$ cat src/rtl/cache_miss_sequencer.sv
// Read-request front end for the 8-line direct-mapped cache: looks up, fetches from
// memory on a miss, refills the line, and answers the requester with data or error.
module cache_miss_sequencer #(
    parameter int LOOKUP_LAT = 1,
    parameter int TIMEOUT    = 16
) (
    input  logic       CC_clk,
    input  logic       rst,
    input  logic       req_valid,
    input  logic [7:0] req_addr,
    output logic       req_ready,
    output logic       resp_valid,
    output logic [7:0] resp_data,
    output logic       resp_err,
    input  logic       resp_ready,
    output logic       start,
    output logic       read_en,
    output logic [7:0] address,
    input  logic       hit,
    input  logic       miss,
    input  logic [7:0] read_data,
    output logic       write_enable_L1,
    output logic [2:0] write_select,
    output logic [7:0] write_data_L1,
    output logic [5:0] write_data_TA,
    output logic       mem_req,
    output logic [7:0] mem_addr,
    input  logic       mem_ack,
    input  logic [7:0] mem_rdata,
    output logic [7:0] hit_cnt,
    output logic [7:0] miss_cnt,
    output logic [2:0] o_dbg_state
);

    typedef enum logic [2:0] {
        S_IDLE    = 3'd0,
        S_LOOKUP  = 3'd1,
        S_MEM_REQ = 3'd2,
        S_REFILL  = 3'd3,
        S_RESP    = 3'd4
    } state_t;

    localparam logic [1:0] LAT_LAST  = 2'(LOOKUP_LAT - 1);
    localparam logic [7:0] WAIT_LAST = 8'(TIMEOUT - 1);

    state_t     r_state;
    state_t     w_next;
    logic       r_start;
    logic [7:0] r_addr;
    logic [7:0] r_data;
    logic       r_err;
    logic [1:0] r_lat_cnt;
    logic [7:0] r_wait_cnt;
    logic [2:0] r_wr_sel;
    logic [7:0] r_wr_data;
    logic [5:0] r_wr_tag;
    logic [7:0] r_hit_cnt;
    logic [7:0] r_miss_cnt;

    logic w_accept;
    logic w_hit_done;
    logic w_miss_done;
    logic w_ack;
    logic w_timeout;
    logic w_resp_done;

    // Handshakes: a transfer happens on a rising edge where valid and ready are both
    // high; valid holds until that edge. req: requester->us, resp: us->requester.
    // mem_req/mem_ack is a level request answered by a single-cycle ack.
    always_ff @(posedge CC_clk) begin
        if (rst) r_state <= S_IDLE;
        else     r_state <= w_next;
    end

    always_comb begin
        w_next          = r_state;
        req_ready       = 1'b0;
        read_en         = 1'b0;
        mem_req         = 1'b0;
        write_enable_L1 = 1'b0;
        resp_valid      = 1'b0;
        w_accept        = 1'b0;
        w_hit_done      = 1'b0;
        w_miss_done     = 1'b0;
        w_ack           = 1'b0;
        w_timeout       = 1'b0;
        w_resp_done     = 1'b0;
        case (r_state)
            S_IDLE: begin
                // r_start keeps the port closed until the first edge out of reset.
                req_ready = r_start;
                if (req_valid && r_start) begin
                    w_accept = 1'b1;
                    w_next   = S_LOOKUP;
                end
            end
            S_LOOKUP: begin
                read_en = 1'b1;
                if (r_lat_cnt == 2'd0) begin
                    casez ({hit, miss})
                        2'b1?: begin
                            w_hit_done = 1'b1;
                            w_next     = S_RESP;
                        end
                        default: begin
                            w_miss_done = 1'b1;
                            w_next      = S_MEM_REQ;
                        end
                    endcase
                end
            end
            S_MEM_REQ: begin
                mem_req = 1'b1;
                if (mem_ack) begin
                    w_ack  = 1'b1;
                    w_next = S_REFILL;
                end else if (r_wait_cnt == WAIT_LAST) begin
                    w_timeout = 1'b1;
                    w_next    = S_RESP;
                end
            end
            S_REFILL: begin
                write_enable_L1 = 1'b1;
                w_next          = S_RESP;
            end
            S_RESP: begin
                resp_valid = 1'b1;
                if (resp_ready) begin
                    w_resp_done = 1'b1;
                    w_next      = S_IDLE;
                end
            end
            default: w_next = S_IDLE;
        endcase
    end

    always_ff @(posedge CC_clk) begin
        if (rst) begin
            r_start    <= 1'b0;
            r_addr     <= 8'd0;
            r_data     <= 8'd0;
            r_err      <= 1'b0;
            r_lat_cnt  <= 2'd0;
            r_wait_cnt <= 8'd0;
            r_wr_sel   <= 3'd0;
            r_wr_data  <= 8'd0;
            r_wr_tag   <= 6'd0;
            r_hit_cnt  <= 8'd0;
            r_miss_cnt <= 8'd0;
        end else begin
            r_start <= 1'b1;
            if (w_accept) begin
                r_addr    <= req_addr;
                r_lat_cnt <= LAT_LAST;
            end else if (r_state == S_LOOKUP && r_lat_cnt != 2'd0) begin
                r_lat_cnt <= r_lat_cnt - 2'd1;
            end
            if (w_hit_done) begin
                r_data <= read_data;
                if (r_hit_cnt != 8'hFF) r_hit_cnt <= r_hit_cnt + 8'd1;
            end
            if (w_miss_done) begin
                r_wait_cnt <= 8'd0;
                if (r_miss_cnt != 8'hFF) r_miss_cnt <= r_miss_cnt + 8'd1;
            end else if (r_state == S_MEM_REQ) begin
                r_wait_cnt <= r_wait_cnt + 8'd1;
            end
            // Refill fields are captured at the ack so they are ready in the REFILL cycle.
            if (w_ack) begin
                r_data    <= mem_rdata;
                r_wr_sel  <= r_addr[2:0];
                r_wr_data <= mem_rdata;
                r_wr_tag  <= {1'b1, r_addr[7:3]};
            end
            if (w_timeout) begin
                r_data <= 8'd0;
                r_err  <= 1'b1;
            end
            if (w_resp_done) r_err <= 1'b0;
        end
    end

    assign start         = r_start;
    assign address       = r_addr;
    assign mem_addr      = r_addr;
    assign resp_data     = r_data;
    assign resp_err      = r_err;
    assign write_select  = r_wr_sel;
    assign write_data_L1 = r_wr_data;
    assign write_data_TA = r_wr_tag;
    assign hit_cnt       = r_hit_cnt;
    assign miss_cnt      = r_miss_cnt;
    assign o_dbg_state   = r_state;

endmodule

$ cat config.mk
export PLATFORM = sky130hd
export DESIGN_NAME = cache_miss_sequencer
export DESIGN_NICKNAME = d
export VERILOG_FILES = /design/src/rtl/cache_miss_sequencer.sv
export SDC_FILE = /design/constraint.sdc
export NUM_CORES = 1
export LEC_CHECK = 0
export BUFFER_PORTS_ARGS = -buffer_cell sky130_fd_sc_hd__clkbuf_2
export CAP_MARGIN = 20
export CELL_PAD_IN_SITES_DETAIL_PLACEMENT = 0
export CELL_PAD_IN_SITES_GLOBAL_PLACEMENT = 1
export CORE_MARGIN = 2
export CORE_UTILIZATION = 40
export CTS_BUF_LIST = sky130_fd_sc_hd__clkbuf_4 sky130_fd_sc_hd__clkbuf_8
export CTS_CLUSTER_DIAMETER = 60
export DETAILED_ROUTE_END_ITERATION = 12
export PLACE_DENSITY_LB_ADDON = 0.25
export SLEW_MARGIN = 10
export SYNTH_ARGS = -nofsm -noshare
export SYNTH_HDL_FRONTEND = slang
export SYNTH_SLANG_ARGS = --single-unit
$ cat constraint.sdc
create_clock -name CC_clk -period 5.93 [get_ports CC_clk]
set_clock_uncertainty 0.2 [all_clocks]
set_input_delay 0.593 -clock CC_clk [delete_from_list [all_inputs] [get_ports CC_clk]]
set_output_delay 0.593 -clock CC_clk [all_outputs]
set_load 0.02 [all_outputs]
==> flow_summary_export.csv <==
group,metric,value,unit
outcome,outcome,"finished, final reports clean",
clock_tree,ctsHtreeMaxLevel,3,
power_and_ir_drop,p_sw,0.467,mW
setup_path,max_stage_delay,0.62,ns
floorplanning,core_area,0.00683,sq mm
setup_path,crit_slowest_cell,"dfxtp_1",
setup_path,r2r_slack,3.19,ns
power_and_ir_drop,power_density,388,mW/mm^2
place,dp_hpwl,4.71,mm
hold_path,hp-class,"reg -> reg",
clock_tree,ctsResizeCount,0,
grt,grt_start_max_net_pins,50,
setup_path,crit_buf_inv,1,
logic_synthesis,synth_edf_count,0,
logic_synthesis,synth-main-ff-cell,"dfxtp_1",
timing,worst-slew-pin-transition,1.03,ns
place,place_area,0.00333,sq mm
route,drt_wl_total,6.76,mm
logic_synthesis,syn-num-nets,362,
floorplanning,fp.dieW,88.3,um
route,post_drt_wl_per_cell,13.2,um
logic_synthesis,synth_top_area_share,45.1,%
logic_synthesis,netlist_area,0.00284,sq mm
route,vias,2590,
final_layout,diodes,0,
route,drt-pass1-iter-count,4,
timing,finalMaxSlewViolations,0,
grt,track_usage,17.9,%
route,drt_iter0_markers,89,
grt,grt_pass1_wl,11.0,mm
logic_synthesis,syn_avg_cell_area,8.69,sq um
logic_synthesis,ys_seq_elements,64,
clock_tree,cts_buffers,9,
floorplanning,num_rows,30,
timing,setup_viol,0,
clock_tree,hold_buffers,0,
setup_path,critical_path_class,"reg -> reg",
timing,fmax,365,MHz
clock_tree,cts.clk_slew.worst_paths,0.07,ns
logic_synthesis,synth_warnings,0,
power_and_ir_drop,leakage,1.49,nW
floorplanning,boundaryPins,98,
clock_tree,postCtsSetupBuffers,0,
floorplanning,die_h,88.3,um
timing,rsz0062_at_grt,"false",
route,route.detailed.drc,0,
power_and_ir_drop,internal_power,0.921,mW
grt,antenna_found_initial,0,
grt,first_global_vias,2305,
floorplanning,die-area,0.00779,sq mm
final_layout,drive_gt1_share,30.6,%
power_and_ir_drop,power.share.clock,34.0,%
timing,max_slew_margin,31.4,%
timing,setup-tns-final,0,ns
clock_tree,clock-root-buffer,"clkbuf_8",
timing,min_period_over_period,46.2,%
setup_path,crit_arrival,2.71,ns
power_and_ir_drop,ir_worst_vdd,0.190,mV
power_and_ir_drop,seqPwrFrac,38.8,%
timing,hold_viol_final,0,
power_and_ir_drop,swShare,33.7,%
route,routed_via_density,5.07,
clock_tree,clkLatencyLatePin,0.33,ns
logic_synthesis,synthDistinctLibCells,49,
logic_synthesis,synth_cells,327,
clock_tree,cts_buffer_depth,2,
place,dp.cells,495,
floorplanning,initial_core_util,41.6,%
final_layout,syn_to_final_growth,26.0,%
logic_synthesis,netlist_top_cells_area,"dfxtp_1 45%, nand2_1 6.1%, mux2i_1 6.0%, a21oi_1 5.3%, nor2_1 5.3%",
place,io_buffers,96,
clock_tree,cts_tree,"yes",
run,cap_violations,0,
final_layout,fin_cells,511,
setup_path,crit_chain,"or3b_2 -> inv_2 -> nand2_1 -> nor2_1 -> a211oi_1",
logic_synthesis,synth_largest_area_cell,"dfxtp_1",
clock_tree,cts_num_sinks,64,
final_layout,fin_area,0.00358,sq mm
setup_path,critPathRequiredTime,5.90,ns
route,detail-route-antenna-nets,0,
power_and_ir_drop,p_comb_share,27.2,%
timing,min_period,2.74,ns
place,place.gp.congestion,0.769,
setup_path,path_delay_family,"simple AND/OR/NAND/NOR gates",
logic_synthesis,async_flop_share,0,%
final_layout,nFillCells,707,
setup_path,startpoint_type,"flip-flop",
logic_synthesis,synth-seq-area-share,45.1,%
setup_path,crit_fanout,32,
final_layout,nets,445,
grt,gr-total-overflow,0,
setup_path,end_kind,"flip-flop",
==> layout by cell type, fill, tap and decap left out, types with 3 or more instances in the layout <==
cell type / synthesis / final
nor3_1: 5 / 5
xnor2_1: 4 / 4
xor2_1: 5 / 5
nand2_1: 46 / 46
mux2_2: 3 / 3
nor4_1: 8 / 7
or4_1: 3 / 3
and3_1: 4 / 4
a211oi_1: 12 / 12
nor2b_1: 4 / 4
nand4_1: 7 / 7
bufinv_16: 0 / 3
clkbuf_2: 0 / 96
mux2i_1: 17 / 17
a21oi_1: 30 / 30
nor2_1: 40 / 40
and4_1: 4 / 4
o21ai_0: 3 / 3
inv_1: 4 / 4
clkbuf_8: 0 / 11
ha_1: 4 / 4
nand3_1: 5 / 5
dfxtp_1: 64 / 64
==> power by group through the flow <==
stage | sequential, mW | combinational [mW] | clock [mW]
finish | 0.538 | 0.378 | 0.472
global route | 0.548 | 0.417 | 0.500
CTS | 0.539 | 0.381 | 0.482
detailed placement | 0.549 | 0.379 | 0
global placement | 0.546 | 0.377 | 0
floorplan | 0.573 | 0.247 | 0
==> logic make-up (layout without fill, tap and decap cells) <==
kind of cell	after synthesis	count (layout)	synth area share, %
AND/OR/NAND/NOR	143	143	25.6
buffers and inverters	31	119	5.37
flip-flops	64	64	45.1
XOR/XNOR	9	9	2.77
adder cells (fa/ha/maj)	4	4	1.76
AO/OA/AOI/OAI	56	56	12.2
multiplexers	20	20	7.18
==> sequential cells by signal, indices dropped and copies added (netlist names) <==
name / cells
write_data_TA: 6
resp_err: 1
write_data_L1: 8
write_select: 3
o_dbg_state: 3
resp_data: 8
start: 1
hit_cnt: 8
r_wait_cnt: 8
miss_cnt: 8
r_lat_cnt: 2
address: 8
==> Yosys cell counts (2+ instances only) <==
master and n:
mux2i_1 17, o21ai_0 3, nand3_1 5, a311oi_1 2
mux2_2 3, nor2b_1 4, nor3_1 5, dfxtp_1 64
and4_1 4, buf_2 5, nor3b_1 2, a2111oi_0 2
inv_2 2, and2_1 2, ha_1 4, and3_1 4
nand4_1 7, xnor2_1 4, buf_4 8, nand2_1 46
xor2_1 5, nor2_1 40, nor4_1 8, a21oi_1 30
or4_1 3, clkbuf_1 11, inv_1 4, a211oi_1 12
==> cell type report <==
class	instances	area, sq um	share of cell area [%]
repair buffers	97	488	13.6
flip-flops and latches	64	1280	35.8
well taps	96	120	3.36
multi-input cells	232	1410	39.5
inverters	6	22.5	0.629
clock inverters	5	103	2.87
clock buffers	11	151	4.23
==> layer usage <==
layer / vias to the layer above / share of wire [%] / track usage (%)
met3: 8 / 7.0 / 5.13
met1: 1186 / 48 / 25.4
met5: - / 0 / 0
li1: 1321 / - / -
met4: 0 / 1.4 / 7.02
met2: 75 / 44 / 25.8
==> final timing paths <==
kind | startpoint | to | cells after the start
worst max-delay path | o_dbg_state[1]$_SDFFE_PP0P_ | resp_data[7]$_SDFFE_PP0P_ | 5
worst min-delay path | write_data_L1[7]$_SDFFE_PP0P_ | write_data_L1[7]$_SDFFE_PP0P_ | 2
worst max register to register | o_dbg_state[1]$_SDFFE_PP0P_ | resp_data[7]$_SDFFE_PP0P_ | 5
worst min register to register | write_data_L1[7]$_SDFFE_PP0P_ | write_data_L1[7]$_SDFFE_PP0P_ | 2
==> worst register-to-register path, stage by stage, from the launching register on <==
cell      delay, ns
dfxtp_1        0.62
or3b_2         0.59
inv_2          0.17
nand2_1        0.61
nor2_1         0.31
a211oi_1       0.07
==> metrics by stage <==
stage                     setup WS [ns]  utilization [%]  hold slack [ns]  total power, mW
after floorplan                    3.65                -            0.266            0.820
after global placement             3.19             48.7            0.242            0.923
after detailed placement           3.18             48.7            0.245            0.929
after CTS                          3.18             52.4            0.255             1.40
after global routing               2.98             52.4            0.272             1.46
final                              3.19             52.4            0.253             1.39
Note: power is estimated with default switching activity, not from simulation.
